**config.mk**
```make
export PLATFORM = sky130hd
export DESIGN_NAME = apu_frame_sequencer
export DESIGN_NICKNAME = d
export VERILOG_FILES = /design/src/rtl/apu_frame_sequencer.sv
export SDC_FILE = /design/constraint.sdc
export NUM_CORES = 1
export LEC_CHECK = 0
export ABC_AREA = 1
export CAP_MARGIN = 20
export CORE_MARGIN = 2
export CORE_UTILIZATION = 46
export CTS_CLUSTER_SIZE = 14
export DETAILED_ROUTE_END_ITERATION = 10
export GPL_TIMING_DRIVEN = 0
export PLACE_DENSITY = 0.76
export SETUP_SLACK_MARGIN = 0.1
export SLEW_MARGIN = 20
export SYNTH_ARGS = -nofsm -noshare
export SYNTH_HDL_FRONTEND = slang
export SYNTH_SLANG_ARGS = --single-unit
export TNS_END_PERCENT = 20
```
**constraint.sdc**
```tcl
create_clock -name system_clock -period 1.25 [get_ports system_clock]
set_input_delay 0.25 -clock system_clock [delete_from_list [all_inputs] [get_ports system_clock]]
set_output_delay 0.25 -clock system_clock [all_outputs]
set_load 0.01 [all_outputs]
```
**src/rtl/apu_frame_sequencer.sv**
```systemverilog
// APU frame sequencer: 512 Hz frame divider, 8-step tick decode, trigger/active tracking, master enable.
// Optional: define APU_NR52_READBACK_EN to add the combinational nr52_rdata readback port.
module apu_frame_sequencer #(
  parameter int FRAME_DIV = 32768,
  parameter int DIV_W     = 16
) (
  input  logic       system_clock,
  input  logic       reset,
  input  logic       wr_en,
  input  logic [2:0] wr_sel,
  input  logic [7:0] wr_data,
  input  logic [3:0] len_expired,
  input  logic [3:0] dac_on,
  output logic       tick_length,
  output logic       tick_sweep,
  output logic       tick_envelope,
  output logic [3:0] trigger,
  output logic [3:0] ch_active,
  output logic       master_en,
  output logic [2:0] frame_step
`ifdef APU_NR52_READBACK_EN
  ,
  output logic [7:0] nr52_rdata
`endif
);

  localparam logic [DIV_W-1:0] DivLast = DIV_W'(FRAME_DIV - 1);

  logic [DIV_W-1:0] div_q, div_d;
  logic [2:0]       step_q, step_d;
  logic             master_q, master_d;
  logic             tickLen_q, tickLen_d;
  logic             tickSweep_q, tickSweep_d;
  logic             tickEnv_q, tickEnv_d;
  logic [3:0]       trig_q, trig_d;
  logic [3:0]       active_q, active_d;

  logic             nr52Wr;
  logic             enableReq;
  logic             disableReq;
  logic             stepEdge;
  logic [3:0]       trigReq;

  always_comb begin
    nr52Wr     = wr_en && (wr_sel == 3'd4);
    enableReq  = nr52Wr && wr_data[7] && !master_q;
    disableReq = nr52Wr && !wr_data[7] && master_q;
    stepEdge   = master_q && (div_q == DivLast);
    trigReq    = 4'b0000;
    if (wr_en && (wr_sel < 3'd4) && wr_data[7] && master_q) begin
      trigReq = 4'b0001 << wr_sel[1:0];
    end
  end

  always_comb begin
    master_d    = master_q;
    div_d       = div_q;
    step_d      = step_q;
    tickLen_d   = 1'b0;
    tickSweep_d = 1'b0;
    tickEnv_d   = 1'b0;
    trig_d      = trigReq;
    active_d    = active_q;

    if (master_q) begin
      if (stepEdge) begin
        div_d       = '0;
        step_d      = step_q + 3'd1;
        // Ticks carry the decode of the step being left, not the one entered.
        tickLen_d   = !step_q[0];
        tickSweep_d = (step_q[1:0] == 2'b10);
        tickEnv_d   = (step_q == 3'd7);
      end else begin
        div_d = div_q + DIV_W'(1);
      end
    end

    // Trigger overrides length expiry; a disabled DAC overrides everything.
    for (int i = 0; i < 4; i++) begin
      if (len_expired[i]) active_d[i] = 1'b0;
      if (trigReq[i])     active_d[i] = dac_on[i];
      if (!dac_on[i])     active_d[i] = 1'b0;
    end

    if (enableReq) begin
      master_d = 1'b1;
      div_d    = '0;
      step_d   = '0;
    end

    if (disableReq) begin
      master_d    = 1'b0;
      div_d       = '0;
      step_d      = '0;
      tickLen_d   = 1'b0;
      tickSweep_d = 1'b0;
      tickEnv_d   = 1'b0;
      trig_d      = 4'b0000;
      active_d    = 4'b0000;
    end
  end

  always_ff @(posedge system_clock or negedge reset) begin
    if (!reset) begin
      div_q       <= '0;
      step_q      <= '0;
      master_q    <= 1'b0;
      tickLen_q   <= 1'b0;
      tickSweep_q <= 1'b0;
      tickEnv_q   <= 1'b0;
      trig_q      <= 4'b0000;
      active_q    <= 4'b0000;
    end else begin
      div_q       <= div_d;
      step_q      <= step_d;
      master_q    <= master_d;
      tickLen_q   <= tickLen_d;
      tickSweep_q <= tickSweep_d;
      tickEnv_q   <= tickEnv_d;
      trig_q      <= trig_d;
      active_q    <= active_d;
    end
  end

  assign tick_length   = tickLen_q;
  assign tick_sweep    = tickSweep_q;
  assign tick_envelope = tickEnv_q;
  assign trigger       = trig_q;
  assign ch_active     = active_q;
  assign master_en     = master_q;
  assign frame_step    = step_q;

`ifdef APU_NR52_READBACK_EN
  assign nr52_rdata = {master_q, 3'b111, active_q};
`endif

endmodule

```
==> results of run 1 <==
-- report_power, final --
group / switching [mW] / leakage, nW / internal (mW)
combinational: 0.474 / 0.842 / 0.381
sequential: 0.142 / 0.416 / 1.14
clock: 0.360 / 0.0422 / 0.390
total: 0.976 / 1.30 / 1.91
-- area by class of cell --
| class | count | area share |
|---|---|---|
| multi-input cells | 154 | 0.374 |
| flip-flops and latches | 31 | 0.334 |
| repair buffers | 39 | 0.145 |
| inverters | 44 | 0.0719 |
| clock buffers | 7 | 0.0327 |
| well taps | 48 | 0.0258 |
| plain buffers | 3 | 0.0145 |
| clock inverters | 1 | 0.00215 |
-- stage by stage --
stage / instance area, µm² / total power [mW] / setup WS (ns)
6_report: 2330 / 2.89 / -0.127
5_1_grt: 2330 / 3.08 / -0.217
4_1_cts: 2300 / 2.84 / -0.177
3_5_place_dp: 2160 / 2.02 / -0.514
3_3_place_gp: 2140 / 1.97 / -0.723
2_1_floorplan: 1790 / 1.75 / -0.0599
-- cell usage in the layout, fill, tap and decap left out, types with 2 or more instances in the layout --
cell / synthesis / layout
nand4_1: 13 / 13
nand3_2: 1 / 2
o21ai_0: 3 / 2
buf_6: 1 / 3
dfrtp_2: 0 / 2
dlymetal6s2s_1: 0 / 3
clkdlybuf4s50_1: 0 / 8
nor2_4: 6 / 8
nand2_4: 2 / 3
dlygate4sd2_1: 0 / 2
buf_4: 1 / 8
buf_2: 1 / 6
nand4_4: 2 / 2
clkbuf_2: 0 / 5
nand2_2: 2 / 4
inv_2: 2 / 3
clkbuf_8: 0 / 5
nor2_1: 26 / 26
dfrtp_1: 31 / 29
ha_1: 4 / 3
nand3_1: 14 / 13
clkbuf_1: 0 / 2
a21oi_1: 3 / 2
nand2_1: 69 / 66
inv_1: 42 / 40
clkdlybuf4s15_1: 0 / 5
-- Yosys cell counts (all sizes together) --
library cell	number	share of area
nand3	16	0.055
nand4	15	0.070
ha	4	0.028
o21ai	3	0.0084
xnor2	1	0.0049
nand3b	1	0.0042
nor3	2	0.0056
nor2	34	0.10
buf	3	0.013
nand2	73	0.17
xor2	1	0.0049
a21oi	3	0.0084
dfrtp	31	0.44
inv	44	0.093
nor4	1	0.0035
-- cell families after synthesis --
logic type | synth area share
and+or+nand+nor | 0.403
buffers and inverters | 0.106
DFF | 0.436
AOI/OAI and AO/OA | 0.0169
adders and majority gates | 0.0281
xor gates and xnor gates | 0.00985
-- worst reg2reg max path, delay by kind of cell, from the launching register on --
kind	cells	cell delay [ns]
AND/OR/NAND/NOR	8	0.75
flip-flops	1	0.37
adder cells (fa/ha/maj)	1	0.20
-- flip-flops by register name, indices dropped and copies added, names as in the netlist --
| register | cells |
|---|---|
| ch_active | 4 |
| div_q | 16 |
| frame_step | 3 |
| master_en | 1 |
| tick_envelope | 1 |
| tick_length | 1 |
| tick_sweep | 1 |
| trigger | 4 |
-- how the worst max path moves through the flow --
stage,to
after global placement,frame_step[1]$_DFFE_PN0P_
after global routing,div_q[9]$_DFFE_PN0P_
final,frame_step[1]$_DFFE_PN0P_
after floorplan,div_q[12]$_DFFE_PN0P_
after detailed placement,div_q[9]$_DFFE_PN0P_
after CTS,div_q[3]$_DFFE_PN0P_
-- routing by layer --
metal	share of wire	routed length (µm)
met4	0.019	74
met5	0	0
met3	0.036	141
met1	0.45	1760
met2	0.49	1900
-- repair_timing --
action	in CTS	in global routing
buffers inserted	5	3
endpoints found under the setup margin	45	39
gates resized for setup	48	20
pin swaps	9	11
hold buffers	1	0
hold endpoints to repair	15	0
==> metrics.log, run 1 <==
[metrics] DP HPWL: 2.79 mm
[metrics] average wire length per cell after detail routing: 11.9 µm
[metrics] count of input and output buffers: 29
[metrics] Net Count, Synth: 258
[metrics] first-pass GRT wire length: 6.64 mm
[metrics] most frequent cell on the critical path: nand2_2
[metrics] Residual DRC: 0
[metrics] global routing usage on met3: 0.0562
[metrics] clk_lat worst skew: 0.28 ns
[metrics] placer congestion estimate: 0.860
[metrics] global router's overall resource usage: 0.203
[metrics] final sum of negative setup slack: -1.93 ns
[metrics] critical setup path kind: flip-flop to flip-flop
[metrics] number of global-route vias before repair: 1,488
[metrics] total number of nets in the final design: 304
[metrics] CTS Root Buffer Type: clkbuf_8
[metrics] top-level I/O count: 37
[metrics] area grow syn2layout: 31.0%
[metrics] slack of the critical path: -0.127 ns
[metrics] number of antenna diodes: 0
[metrics] critical path data required time: 1.47 ns
[metrics] die area: 4380 µm²
[metrics] final worst path period share: 1.10
[metrics] setup slack of the worst register-to-register path: -0.13 ns
[metrics] Die Width: 66.2 µm
[metrics] number of instances in the synthesized netlist: 232
[metrics] post-layout util: 0.632
[metrics] maximum net fanout on the critical path: 7
[metrics] TritonCTS clock tree: built
[metrics] Final setup viols: 21
[metrics] core box area: 3690 µm²
[metrics] cell count of the worst reg-to-reg path: 9
[metrics] height of the chip: 66.2 µm
[metrics] Synth Cell Area: 1780 µm²
[metrics] sinks on the clock net: 31
[metrics] worst hold path startpoint: wr_sel[1]
[metrics] Min-Delay Endpoint: trigger[0]$_DFF_PN0_
[metrics] routed via count divided by cell count: 4.81
[metrics] critical register-to-register path startpoint: div_q[0]$_DFFE_PN0P_
[metrics] Routed WL: 3.88 mm
[metrics] logic depth of the worst path, buffers included: 9
[metrics] arrival time at the worst endpoint: 1.60 ns
[metrics] pin count of the biggest net entering global routing: 17
[metrics] outcome: complete, but fails checks
[metrics] number of max-slew violations in the final report: 0
[metrics] minimum period implied by the final worst setup slack: 1.38 ns
[metrics] multi-input logic area: 872 µm²
[metrics] Warnings, synthesis: 0
[metrics] clk slew on worst S/H paths: 0.06 ns
[metrics] endpoint of the worst register-to-register path: frame_step[1]$_DFFE_PN0P_
[metrics] Avg Inst Size Synth: 7.67 µm²
[metrics] max-cap violation count: 0
[metrics] endpoints failing hold: 0
[metrics] effective utilization at floorplan: 0.482
[metrics] remaining antenna violation count after routing: 0
[metrics] Distinct cells, synth: 25
[metrics] grt peak-use layer: met2
[metrics] element type at the critical path end: flip-flop
[metrics] FMAX: 726 MHz
[metrics] worst-path cell chain: ha_2 -> nand2_2 -> nor2_4 -> nand2_2 -> nor2_4 -> nand2_4 -> nand3_4 -> nand2_2 -> nand2_1
[metrics] met2 capacity usage during global routing: 0.341
[metrics] Critical-path top delay cell: dfrtp_1
[metrics] number of clock buffers inserted by TritonCTS: 5
[metrics] sequential cell area in the final layout: 778 µm²
[metrics] maximum single-stage delay on the critical path: 0.37 ns
[metrics] share of synthesized area occupied by flip-flops and latches: 0.436
[metrics] number of placed instances, taps included: 310
[metrics] register bit count reported by yosys: 31
[metrics] routing usage on met1: 0.252
[metrics] Cell Count, Final, Fillers Out: 327
[metrics] violated checks: negative setup slack
[metrics] initial antenna violation count: 0
[metrics] number of buffers and inverters on the critical path: 0
[metrics] remaining max-slew budget at the tightest pin: 0.712
[metrics] number of inserted filler cells in the final layout: 341
[metrics] proportion of layout cells with a drive suffix above 1: 0.215
[metrics] maximum ir drop on the vdd rail: 909 µV
[metrics] launching instance or port of the critical path: div_q[0]$_DFFE_PN0P_
[metrics] clock tree buffer depth: 2
[metrics] via count: 1,573
[metrics] PwrDens: 1240 nW/µm²
[metrics] Leakage Power: 1.30 nW
[metrics] unrepaired setup endpoints after global routing: yes
[metrics] cell count of the worst hold path: 4
[metrics] worst hold-check path type: input port to flip-flop
[metrics] startpoint type of the worst setup path: flip-flop
[metrics] transition time of the tightest slew-check pin: 0.432 ns
[metrics] worst setup skew after layout: 0.00896 ns
[metrics] delay-heaviest family, CP: simple AND/OR/NAND/NOR gates
[metrics] Core Rows: 22
[metrics] iteration-0 DRC count of the detailed router: 90
[metrics] Overflow after GRT: 0
[metrics] worst hold slack: 0.366 ns
[metrics] number of detailed-route iterations in the first pass: 4
[metrics] H-tree depth: 2
No activity file was read; power rests on OpenSTA's default activity.
==> run 2: changes to the inputs <==
Settings changed: CORE_UTILIZATION 46 to 54, PLACE_DENSITY 0.76 to 0.84.
Clock period 1.25 ns to 1.7 ns, I/O delays scaled along.
==> metrics.log, run 2 (same netlist as run 1, synthesis figures left out) <==
[metrics] Leakage Power: 1.27 nW
[metrics] uppermost signal routing layer after detailed routing: met4
[metrics] pin count of the biggest net entering global routing: 32
[metrics] area grow syn2layout: 28.3%
[metrics] transition time of the tightest slew-check pin: 0.683 ns
[metrics] final standard cell area without fillers: 2280 µm²
[metrics] worst setup skew after layout: 0.00754 ns
[metrics] average wire length per cell after detail routing: 12.5 µm
[metrics] clock tree buffer depth: 2
[metrics] FMAX: 627 MHz
[metrics] H-tree depth: 2
[metrics] TritonCTS clock tree: built
[metrics] element type at the critical path end: primary output
[metrics] arrival time at the worst endpoint: 1.25 ns
[metrics] register containing the most flip-flops in the final layout: div_q
[metrics] minimum period implied by the final worst setup slack: 1.59 ns
[metrics] sinks on the clock net: 31
[metrics] Critical-path top delay cell: clkdlybuf4s50_1
[metrics] PwrDens: 969 nW/µm²
[metrics] number of flip-flops under the largest register name: 16
[metrics] effective utilization at floorplan: 0.573
[metrics] maximum single-stage delay on the critical path: 0.54 ns
[metrics] CTS Root Buffer Type: clkbuf_4
[metrics] clk slew on worst S/H paths: 0.10 ns
[metrics] endpoints failing hold: 0
[metrics] critical path data required time: 1.36 ns
[metrics] number of clock buffers inserted by TritonCTS: 5
[metrics] final worst path period share: 0.938
[metrics] via count: 1,589
[metrics] Die Width: 61.4 µm
[metrics] DR WL met3: 182 µm
[metrics] Overflow after GRT: 0
[metrics] die area: 3770 µm²
[metrics] number of max-slew violations in the final report: 0
[metrics] post-layout util: 0.735
[metrics] core box area: 3100 µm²
[metrics] worst slack at placement: -0.133 ns
[metrics] clk_lat worst skew: 0.35 ns
[metrics] number of antenna diodes: 0
[metrics] worst-path cell chain: clkdlybuf4s50_1
[metrics] height of the chip: 61.4 µm
[metrics] slack of the critical path: 0.106 ns
[metrics] delay-heaviest family, CP: buffers and inverters
[metrics] max-cap violation count: 0
[metrics] remaining antenna violation count after routing: 0
[metrics] met2 WL: 2.08 mm
[metrics] most common cell after layout, fill and taps aside: nand2_1
[metrics] remaining max-slew budget at the tightest pin: 0.544
[metrics] Core Rows: 20
[metrics] first-pass GRT wire length: 6.79 mm
[metrics] Residual DRC: 0
[metrics] DP HPWL: 2.77 mm
[metrics] placer congestion estimate: 0.900
[metrics] met1 WL: 1.69 mm
[metrics] number of inserted filler cells in the final layout: 260
[metrics] number of buffers and inverters on the critical path: 1
[metrics] critical setup path kind: flip-flop to primary output
[metrics] routed via count divided by cell count: 4.97
[metrics] outcome: complete, no violations
[metrics] Routed WL: 4.01 mm
[metrics] initial antenna violation count: 0
[metrics] maximum net fanout on the critical path: 2
[metrics] maximum ir drop on the vdd rail: 548 µV
[metrics] Final setup viols: 0
[metrics] worst hold-check path type: input port to async pin
[metrics] most frequent cells in the layout: nand2_1 (69), inv_1 (41), dfrtp_1 (30)
[metrics] setup slack of the worst register-to-register path: 0.17 ns
[metrics] proportion of layout cells with a drive suffix above 1: 0.138
[metrics] count of input and output buffers: 29
[metrics] number of global-route vias before repair: 1,535
[metrics] iteration-0 DRC count of the detailed router: 90
[metrics] startpoint type of the worst setup path: flip-flop
[metrics] number of detailed-route iterations in the first pass: 4
[metrics] instance area after placement: 2120 µm²
[metrics] top-level I/O count: 37
[metrics] unrepaired setup endpoints after global routing: yes
[metrics] global router's overall resource usage: 0.248
[metrics] total number of nets in the final design: 301
==> run 2: what timing repair did <==
action	4_1_cts	5_1_grt
pin swaps	0	1
gates resized for setup	1	4
endpoints found under the setup margin	4	20
setup buffers	2	5
hold buffers	0	0
==> run 2: path summary, 6_finish.rpt <==
path	from	to	depth (start not counted)
worst max-delay path	ch_active[0]$_DFFE_PN0P_	ch_active[0]	1
worst min-delay path	reset	div_q[4]$_DFFE_PN0P_	1
worst max register to register	div_q[0]$_DFFE_PN0P_	frame_step[1]$_DFFE_PN0P_	9
min in group system_clock	dac_on[0]	ch_active[0]$_DFFE_PN0P_	3
max in group asynchronous	reset	master_en$_DFFE_PN0P_	1
worst min register to register	frame_step[2]$_DFFE_PN0P_	frame_step[2]$_DFFE_PN0P_	2
==> run 2: report_power, final <==
group	internal (mW)	total, mW	switching [mW]	leakage (nW)
clock	0.459	0.725	0.267	0.0525
combinational	0.239	0.555	0.317	0.798
sequential	0.837	0.930	0.0927	0.417
==> run 2: per-stage QoR <==
stage / hold WS (ns) / setup TNS, ns / cells / power, mW
6_report: 0.0226 / 0 / 320 / 2.21
3_5_place_dp: 0.418 / -2.29 / 305 / 1.45
3_3_place_gp: 0.496 / -10.18 / 305 / 1.43
5_1_grt: 0.0843 / 0 / 320 / 2.34
2_1_floorplan: 0.0444 / 0 / 232 / 1.27
4_1_cts: 0.0528 / 0 / 315 / 2.19
==> run 2: layout make-up <==
| type | instances | area (µm²) | area share |
|---|---|---|---|
| plain buffers | 3 | 23.8 | 0.0104 |
| clock inverters | 2 | 60.1 | 0.0263 |
| clock buffers | 6 | 41.3 | 0.0181 |
| repair buffers | 36 | 345 | 0.151 |
| inverters | 44 | 165 | 0.0724 |
| multi-input cells | 154 | 815 | 0.357 |
| flip-flops and latches | 31 | 777 | 0.340 |
| well taps | 44 | 55.1 | 0.0241 |
==> run 2: metal layers <==
| layer | global-route usage | vias up |
|---|---|---|
| met5 | 0 | - |
| met4 | 0.0821 | 0 |
| met3 | 0.0840 | 8 |
| met2 | 0.429 | 29 |
| met1 | 0.291 | 744 |
| li1 | - | 808 |
